File: config.mk
export PLATFORM = sky130hd
export DESIGN_NAME = coin_acceptor
export DESIGN_NICKNAME = d
export VERILOG_FILES = /design/src/rtl/coin_acceptor.sv
export SDC_FILE = /design/constraint.sdc
export NUM_CORES = 1
export LEC_CHECK = 0
export CORE_ASPECT_RATIO = 1.25
export CORE_UTILIZATION = 52
export DETAILED_ROUTE_END_ITERATION = 8
export PLACE_DENSITY = 0.72
export SYNTH_ARGS = -nofsm -noshare
export SYNTH_HDL_FRONTEND = slang
export SYNTH_SLANG_ARGS = --single-unit
File: constraint.sdc
create_clock -name clk -period 2.4 [get_ports clk]
set_input_delay 0.48 -clock clk [delete_from_list [all_inputs] [get_ports clk]]
set_output_delay 0.48 -clock clk [all_outputs]
set_load 0.01 [all_outputs]
File: src/rtl/coin_acceptor.sv
// Coin acceptor front end: synchronises the optical gate, measures each blocked
// pulse and emits a one-cycle coin code or reject pulse.
`timescale 1ns/1ps
module coin_acceptor #(
  parameter int CNT_W      = 8,
  parameter int GLITCH_MAX = 1,
  parameter int N_MIN      = 4,
  parameter int N_MAX      = 8,
  parameter int D_MIN      = 12,
  parameter int D_MAX      = 20,
  parameter int STUCK      = 60,
  parameter int GAP        = 3
) (
  input  logic       clk,
  input  logic       rst,
  input  logic       sensor_in,
  input  logic       enable,
  output logic [1:0] coin,
  output logic       reject
);

  localparam logic [1:0] ARM  = 2'd0;
  localparam logic [1:0] IDLE = 2'd1;
  localparam logic [1:0] MEAS = 2'd2;
  localparam logic [1:0] JAM  = 2'd3;

  localparam logic [CNT_W-1:0] CNT_MAX  = {CNT_W{1'b1}};
  localparam logic [CNT_W-1:0] CNT_ONE  = {{(CNT_W-1){1'b0}}, 1'b1};
  localparam logic [CNT_W-1:0] GLITCH_C = CNT_W'(GLITCH_MAX);
  localparam logic [CNT_W-1:0] N_MIN_C  = CNT_W'(N_MIN);
  localparam logic [CNT_W-1:0] N_MAX_C  = CNT_W'(N_MAX);
  localparam logic [CNT_W-1:0] D_MIN_C  = CNT_W'(D_MIN);
  localparam logic [CNT_W-1:0] D_MAX_C  = CNT_W'(D_MAX);
  localparam logic [CNT_W-1:0] STUCK_C  = CNT_W'(STUCK);
  localparam logic [CNT_W-1:0] GAP_C    = CNT_W'(GAP);

  logic             sync1_r;
  logic             s_r;
  logic [1:0]       state_r;
  logic [1:0]       state_s;
  logic [CNT_W-1:0] width_r;
  logic [CNT_W-1:0] width_s;
  logic [CNT_W-1:0] gap_r;
  logic [CNT_W-1:0] gap_s;
  logic [CNT_W-1:0] width_inc_s;
  logic [CNT_W-1:0] gap_inc_s;
  logic [1:0]       coin_s;
  logic             reject_s;
  logic [2:0]       class_s;

  // Returns {coin[1:0], reject} for a finished pulse of width w.
  function automatic logic [2:0] classify(input logic [CNT_W-1:0] w, input logic en);
    logic [2:0] res;
    if (w <= GLITCH_C) begin
      res = 3'b000;
    end else if (w >= N_MIN_C && w <= N_MAX_C) begin
      res = en ? 3'b010 : 3'b001;
    end else if (w >= D_MIN_C && w <= D_MAX_C) begin
      res = en ? 3'b100 : 3'b001;
    end else begin
      res = 3'b001;
    end
    return res;
  endfunction

  // Next-state, counter and output decode.
  always_comb begin
    state_s     = state_r;
    width_s     = width_r;
    gap_s       = gap_r;
    coin_s      = 2'b00;
    reject_s    = 1'b0;
    width_inc_s = (width_r == CNT_MAX) ? width_r : width_r + CNT_ONE;
    gap_inc_s   = (gap_r == CNT_MAX) ? gap_r : gap_r + CNT_ONE;
    class_s     = classify(width_r, enable);
    case (state_r)
      ARM: begin
        if (!s_r) begin
          gap_s = gap_inc_s;
          if (gap_inc_s >= GAP_C) begin
            state_s = IDLE;
          end else begin
            state_s = ARM;
          end
        end else begin
          gap_s = {CNT_W{1'b0}};
        end
      end
      IDLE: begin
        if (s_r) begin
          width_s = CNT_ONE;
          state_s = MEAS;
        end else begin
          state_s = IDLE;
        end
      end
      MEAS: begin
        if (s_r) begin
          // Another high cycle would take the width past the jam limit.
          if (width_r >= STUCK_C) begin
            reject_s = 1'b1;
            state_s  = JAM;
          end else begin
            width_s = width_inc_s;
          end
        end else begin
          coin_s   = class_s[2:1];
          reject_s = class_s[0];
          gap_s    = CNT_ONE;
          state_s  = ARM;
        end
      end
      JAM: begin
        if (!s_r) begin
          gap_s   = CNT_ONE;
          state_s = ARM;
        end else begin
          state_s = JAM;
        end
      end
      default: begin
        state_s = ARM;
      end
    endcase
  end

  // Synchroniser, FSM state, counters and registered outputs.
  always_ff @(posedge clk) begin
    if (rst) begin
      sync1_r <= 1'b0;
      s_r     <= 1'b0;
      state_r <= ARM;
      width_r <= {CNT_W{1'b0}};
      gap_r   <= {CNT_W{1'b0}};
      coin    <= 2'b00;
      reject  <= 1'b0;
    end else begin
      sync1_r <= sensor_in;
      s_r     <= sync1_r;
      state_r <= state_s;
      width_r <= width_s;
      gap_r   <= gap_s;
      coin    <= coin_s;
      reject  <= reject_s;
    end
  end

endmodule

# Yosys cells after proc, flatten, opt, wreduce, memory -nomap -nowiden
# Index checks and enable logic that the tools add are counted.
dict set report op_classes {
  n_bitwise 1
  addsub 2
  shift 0
  muxes 23
  magnitude_cmp 7
  reduce_logical 11
  div 0
  n_eq_ne 12
  mul 0
}
# op count
set op_table {}
lappend op_table {{$mux W8} 7}
lappend op_table {{$pmux W8 S2} 2}
lappend op_table {{$add A8 B1 Y8 const B} 2}
lappend op_table {{$eq A8 B8 Y1 const B} 2}
lappend op_table {{$mux W2} 6}
lappend op_table {{$ne A2 B2 Y1 const B} 6}
lappend op_table {{$mux W3} 3}
lappend op_table {{$ge A8 B2 Y1 const B} 1}
lappend op_table {{$ge A8 B3 Y1 const B} 1}
lappend op_table {{$ge A8 B4 Y1 const B} 1}
lappend op_table {{$ge A8 B6 Y1 const B} 1}
lappend op_table {{$le A8 B1 Y1 const B} 1}
lappend op_table {{$le A8 B4 Y1 const B} 1}
lappend op_table {{$le A8 B5 Y1 const B} 1}
lappend op_table {{$pmux W2 S4} 1}
lappend op_table {{$reduce_and A5 Y1} 1}
lappend op_table {{$eq A2 B2 Y1 const B} 2}
lappend op_table {{$mux W1} 4}
lappend op_table {{$reduce_and A2 Y1} 2}
lappend op_table {{$reduce_bool A2 Y1} 2}
lappend op_table {{$reduce_or A2 Y1} 2}
lappend op_table {{$reduce_or A4 Y1} 1}
lappend op_table {{$ne A3 B3 Y1 const B} 1}
lappend op_table {{$eq A2 B1 Y1 const B} 1}
lappend op_table {{3 further kinds} 4}
dict set report totals {
  mem_bits_ro 0
  mem_count 0
  latchBits 0
  wordCells 63
  mem_bits_rw 0
  regBits 23
  out_inout_bits 3
}

# Depth between registers and ports, before layout
# Gate-level depths: netlist of run 1.
dict set report depth {
  depth_word 6
  depth_mapped 7
}

# Worst setup path before layout of run 1
# OpenSTA, ideal clock, no wires.
dict set report synth_timing {
  path_kind {reg2reg}
  start {reg width_r[0]}
  end {reg reject}
  arrival_time_ns 1.591
  path_stages_with_launch 8
  setup_time_ns 0.103
  path_slack_ns 0.706
  cell_sequence {dfxtp_1 > inv_1 > ha_1 > inv_1 > o21ai_0 > a222oi_1 > o22ai_1 > a2111oi_2}
}
dict set report synth_between {
  elab_chain_len 6
}
# item line_no
set synth_rtl {}
lappend synth_rtl {{from (decl)} 41} ;# logic [CNT_W-1:0] width_r;
lappend synth_rtl {{from (signal assigned)} 133} ;# width_r <= {CNT_W{1'b0}};
lappend synth_rtl {{from (signal assigned)} 141} ;# width_r <= width_s;
lappend synth_rtl {{$ge A8 B4 Y1 or $le A8 B5 Y1 (tied branches)} 58} ;# end else if (w >= D_MIN_C && w <= D_MAX_C) begin
lappend synth_rtl {{$logic_and A1 B1 Y1} 58}
lappend synth_rtl {{$mux W3} 58}
lappend synth_rtl {{$mux W3} 56} ;# end else if (w >= N_MIN_C && w <= N_MAX_C) begin
lappend synth_rtl {{$mux W1} 54} ;# if (w <= GLITCH_C) begin
lappend synth_rtl {{$mux W1 *} 98} ;# if (s_r) begin
lappend synth_rtl {{to (signal assigned)} 144} ;# reject <= reject_s;
lappend synth_rtl {{to (decl)} 19} ;# output logic reject
# Every way passes the cells marked *; elsewhere a longest branch is shown, timed or not.
# A chain may end at the register's enable or synchronous reset.

# Worst setup path after layout of run 1
# Ends and elaborated chain as after synthesis.

==> impl_metrics.toml, run 1 <==
[run_status]
outcome = "complete, no violations"

[detailed_routing]
ant_nets = 0
num_vias = 1167
firstDrtPassIters = 4
drc = 0
wl_per_cell_um = 12.76
routed_wl_um = 2526
vias_per_cell = 5.894
drt_iter0_drc = 25

[placed_design]
dp_hpwl_um = 1918
port-buffer-count = 6
placed_area_um2 = 1354
gp_congestion = 0.8327

[yosys]
synth_top_area_frac = 0.3573
syn_avg_cell_area_um2 = 7.763
synth.distinct_cells = 40
async_flop_share = 0
synth_edf_count = 0
yosys.area_share.simple = 0.2816
synth_top_family_by_area = "simple AND/OR/NAND/NOR gates"
synth_mux_area_frac = 0.01650
synthXorXnorAreaFrac = 0.006796
synth-main-ff-cell = "dfxtp_1"
ys_ff_latch = 23
syn_nets = 175
synth_largest_area_cell = "dfxtp_1"
synthTopCellsByArea = "dfxtp_1, a21oi_1, ha_1"
ys_seq_area_frac = 0.3573
synth_warnings = 0
synthCells = 166
synth-compound-area-share = 0.2282
synth_fa_ha_area_frac = 0.04854
netlist_area_um2 = 1289

[grt]
grt_util_all_layers = 0.2177
overflow = 0
antenna_found_initial = 0
grt_pass1_wl_um = 4264
grt_max_degree = 15
grt_pass1_vias = 1046

[timing]
clock_skew_ps = 1.633
tightest_slew_ps = 525.1
slew_violations = 0
period_needed_ps = 1844
max-slew-margin-rel = 0.6467
hold_viol = 0
rsz0062_at_grt = "no"
setup_viol = 0
fin_tns_setup_ps = 0
finalCritPeriodShare = 0.7682
clock.fmax_mhz = 542.4

[floorplan]
fp.dieArea_um2 = 2683
die_w_um = 46.53
die_h_um = 57.66
initial_core_util = 0.5706
row_count = 19
coreArea_um2 = 2258
num_io_pins = 7

[power_and_ir_drop]
power_mw = 0.8434
power_density_nw_per_um2 = 611.1
p_leak_nw = 0.4759
irDropWorstVdd_mv = 0.4812

[final_layout]
fin_nets = 177
drive_gt1_frac = 0.04192
layout_commonest_cell = "dfxtp_1"
layout_common_cells = "dfxtp_1, a21oi_1, nor3_1, nand2_1"
antennaDiodeCount = 0
fin_area_um2 = 1380
syn2layout_area_growth_pct = 7.087

[clocking]
htreeDepth = 1
post_cts_buffers = 0
clk_pin_slew_ps = 120
cts_buffers = 3
cts_resized = 0
cts_buffer_depth = 2
cts-root-buf = "clkbuf_4"
cts_sinks = 23
ctsHoldBuffers = 0
cts_tree = "yes"
clk_latency_ps = 300

[hold_path]
hp-class = "reg -> reg"
hp-start = "sync1_r"

[worst_setup_path]
critPathRequiredTime_ps = 2620
path_buf_inv = 2
crit_arrival_ps = 2060
crit_start = "width_r[0]"
end_kind = "flip-flop"
reg2reg_from = "width_r[0]"
cp_cell_sequence = "inv_1, ha_1, inv_1, o21ai_0, a222oi_1, o22ai_1, a2111oi_2"
slowest_stage = "dfxtp_1"
crit_path_frequent_cell = "inv_1"
critPathKind = "reg -> reg"
cpPeakStageDelay_ps = 460
worst-path-max-fanout = 7
crit_family = "compound AO/OA/AOI/OAI gates"
startpoint_type = "flip-flop"

[flow_run]
maxCapViolations = 0
worst reg2reg max path: stages (launching register included):
cell       delay, ps
dfxtp_1          460
inv_1            120
ha_1             230
inv_1             70
o21ai_0           70
a222oi_1         340
o22ai_1          130
a2111oi_2        340
final cells by class:
class	count	area [um2]
fill	206	878.3
multi-input combinational	124	749.5
sequential	23	460.4
timing repair buffer	8	75.07
tap	31	38.79
inverter	8	30.03
clock buffer	4	26.28
metrics by stage:
step                      utilization  setup slack, ps  cells  hold WS, ps
after detailed placement       0.5994            579.9    194        428.9
after floorplan                     -            705.9    166        413.8
final                          0.6111            556.4    198        452.1
after CTS                      0.6111            552.3    198        457.8
after global placement         0.5994            618.9    194        419.0
after global routing           0.6111            384.2    198        492.2
sequential cells by signal, summed over array words and instances, names as in the netlist:
signal   count
width_r      8
state_r      2
s_r          1
coin         2
gap_r        8
reject       1
sync1_r      1
final timing paths:
kind,end,slack (ps),cells past startpoint
max,reject,560,7
max reg2reg,reject,560,7
min reg2reg,s_r,450,1
min,s_r,450,1
synthesized netlist by cell type (4+ instances only):
master     n
dfxtp_1   23
nor2_1     9
nor2b_1    4
nand2_1   12
ha_1       5
and2_1     6
a21oi_1   17
a31oi_1    5
nor3_1    12
inv_1      8
nand3_1   10
buf_2      5
clkbuf_1   5
o21ai_0   10
where the power goes:
group          switching [mW]  internal, mW
Clock                   0.108        0.0649
Combinational           0.129        0.0892
Sequential             0.0468         0.406
metal layers:
| metal | wire [um] | GRT usage | vias to the layer above | part of all wire |
|---|---|---|---|---|
| li1 | - | - | 609 | - |
| met5 | 0 | 0 | - | 0 |
| met2 | 1294 | 0.3671 | 13 | 0.51 |
| met4 | 80 | 0.1261 | 0 | 0.032 |
| met1 | 1105 | 0.2520 | 537 | 0.44 |
| met3 | 46 | 0.02804 | 8 | 0.018 |
cell families (layout without fill, tap and decap cells):
logic type,count (synthesis),count (layout)
AO/OA/AOI/OAI,47,47
XOR/XNOR,1,1
adder cells (fa/ha/maj),5,5
buffers and inverters,19,20
flip-flops,23,23
multiplexers,2,2
AND/OR/NAND/NOR,69,69
(Power assumes the default switching activity.)
==> run 2, diff against run 1 <==
Settings changed: PLACE_DENSITY 0.72 to 0.75.
Clock period 2.4 ns to 1.5 ns, I/O delays scaled along.
==> impl_metrics.toml, run 2 (synthesis results as in run 1) <==
[timing]
slew_violations = 0
max-slew-margin-rel = 0.6501
tightest_slew_ps = 520.0
period_needed_ps = 1502
clock.fmax_mhz = 665.9
fin_ws_ps = -1.620
fin_tns_setup_ps = -1.620
clock_skew_ps = 6.642
rsz0062_at_grt = "yes"
setup_viol = 1
hold_viol = 0
finalCritPeriodShare = 1.001

[grt]
antenna_found_initial = 0
grt_max_degree = 17
grt_pass1_wl_um = 4850
grt_pass1_vias = 1156
grt_util_all_layers = 0.2458
overflow = 0

[detailed_routing]
routed_wl_um = 2954
drt_iter0_drc = 32
firstDrtPassIters = 4
wl_per_cell_um = 13.74
ant_nets = 0
drc = 0
vias_per_cell = 5.763
num_vias = 1239

[hold_path]
hp-class = "reg -> reg"

[clocking]
ctsHoldBuffers = 0
clk_pin_slew_ps = 120
htreeDepth = 1
cts_tree = "yes"
clk_latency_ps = 310
cts_buffers = 3
cts-root-buf = "clkbuf_4"
cts_buffer_depth = 2
cts_sinks = 23

[final_layout]
syn2layout_area_growth_pct = 20.68
final_cells = 215
fin_nets = 194
reg_top3 = "gap_r (8), width_r (8)"
antennaDiodeCount = 0
layout_commonest_cell = "buf_4"
layout_common_cells = "buf_4, a21oi_1, dfxtp_1"
drive_gt1_frac = 0.2120

[power_and_ir_drop]
power_density_nw_per_um2 = 924.0
p_leak_nw = 0.6278
p_clk_frac = 0.193
switching_share = 0.3332
irDropWorstVdd_mv = 0.6738
switchingPower_mw = 0.4788
combPwrFrac = 0.310
power_mw = 1.437
seqPwrFrac = 0.497
intPower_mw = 0.9582

[worst_setup_path]
cp_cell_sequence = "inv_4, ha_4, inv_2, o21ai_2, a222oi_1, o22ai_1, a2111oi_2"
slowest_stage = "dfxtp_4"
end_kind = "flip-flop"
startpoint_type = "flip-flop"
worst-path-max-fanout = 2
path_buf_inv = 2
crit_arrival_ps = 1720
crit_family = "compound AO/OA/AOI/OAI gates"
critPathRequiredTime_ps = 1720
cpPeakStageDelay_ps = 370
critPathKind = "reg -> reg"

[floorplan]
num_io_pins = 7
die_h_um = 57.66
row_count = 19
die_w_um = 46.53
initial_core_util = 0.5706
coreArea_um2 = 2258
fp.dieArea_um2 = 2683

[placed_design]
dp_cells = 211
gp_congestion = 0.8310
dp_hpwl_um = 2220
pre_cts_ws_ps = -51.31
port-buffer-count = 6

[run_status]
failed_checks = "negative setup slack"
outcome = "complete, but fails checks"

[flow_run]
maxCapViolations = 0
run 2: changes by cell type in the layout (fill, tap and decap cells not counted), moves of 2 or more:
cell / change
dfxtp_1: -8
inv_2: +2
dlymetal6s2s_1: +3
buf_4: +17
dfxtp_2: +7
clkdlybuf4s50_1: -3
inv_1: -3
run 2: power groups by stage:
stage,sequential [mW],combinational [mW],clock [mW]
CTS,0.711,0.439,0.292
detailed placement,0.723,0.432,0
global route,0.726,0.483,0.317
global placement,0.720,0.424,0
finish,0.714,0.445,0.278
floorplan,0.698,0.306,0
run 2: metrics by stage:
| stage | util | hold slack [ps] | cell area (um2) |
|---|---|---|---|
| floorplan | - | 413.8 | 1300 |
| global placement | 0.6609 | 421.7 | 1493 |
| detailed placement | 0.6609 | 438.2 | 1493 |
| CTS | 0.6781 | 463.8 | 1531 |
| global route | 0.6886 | 470.9 | 1555 |
| finish | 0.6886 | 459.9 | 1555 |
run 2: final timing paths:
check                              end  cells past startpoint  startpoint  slack (ps)
worst max-delay path            reject                      7  width_r[0]          -2
worst min-delay path               s_r                      1     sync1_r         460
worst max register to register  reject                      7  width_r[0]          -2
worst min register to register     s_r                      1     sync1_r         460
run 2: timing repair:
item / CTS / global route
resized for setup: 4 / 11
pin swaps: 1 / 1
buffers inserted: 0 / 0
endpoints found under the setup margin: 1 / 12
gates cloned: 0 / 0
run 2: cell type report:
class                           count  area [um2]
Multi-Input combinational cell    124       774.5
Fill cell                         203       703.2
Sequential cell                    23       473.0
Timing Repair Buffer               25       210.2
Tap cell                           31       38.79
Inverter                            8       32.53
Clock buffer                        4       26.28
run 2: per-layer routing:
metal / global-route usage / part of all wire
met1: 0.2584 / 0.42
met3: 0.03115 / 0.016
met5: 0 / 0
met4: 0.1050 / 0.022
met2: 0.4583 / 0.54
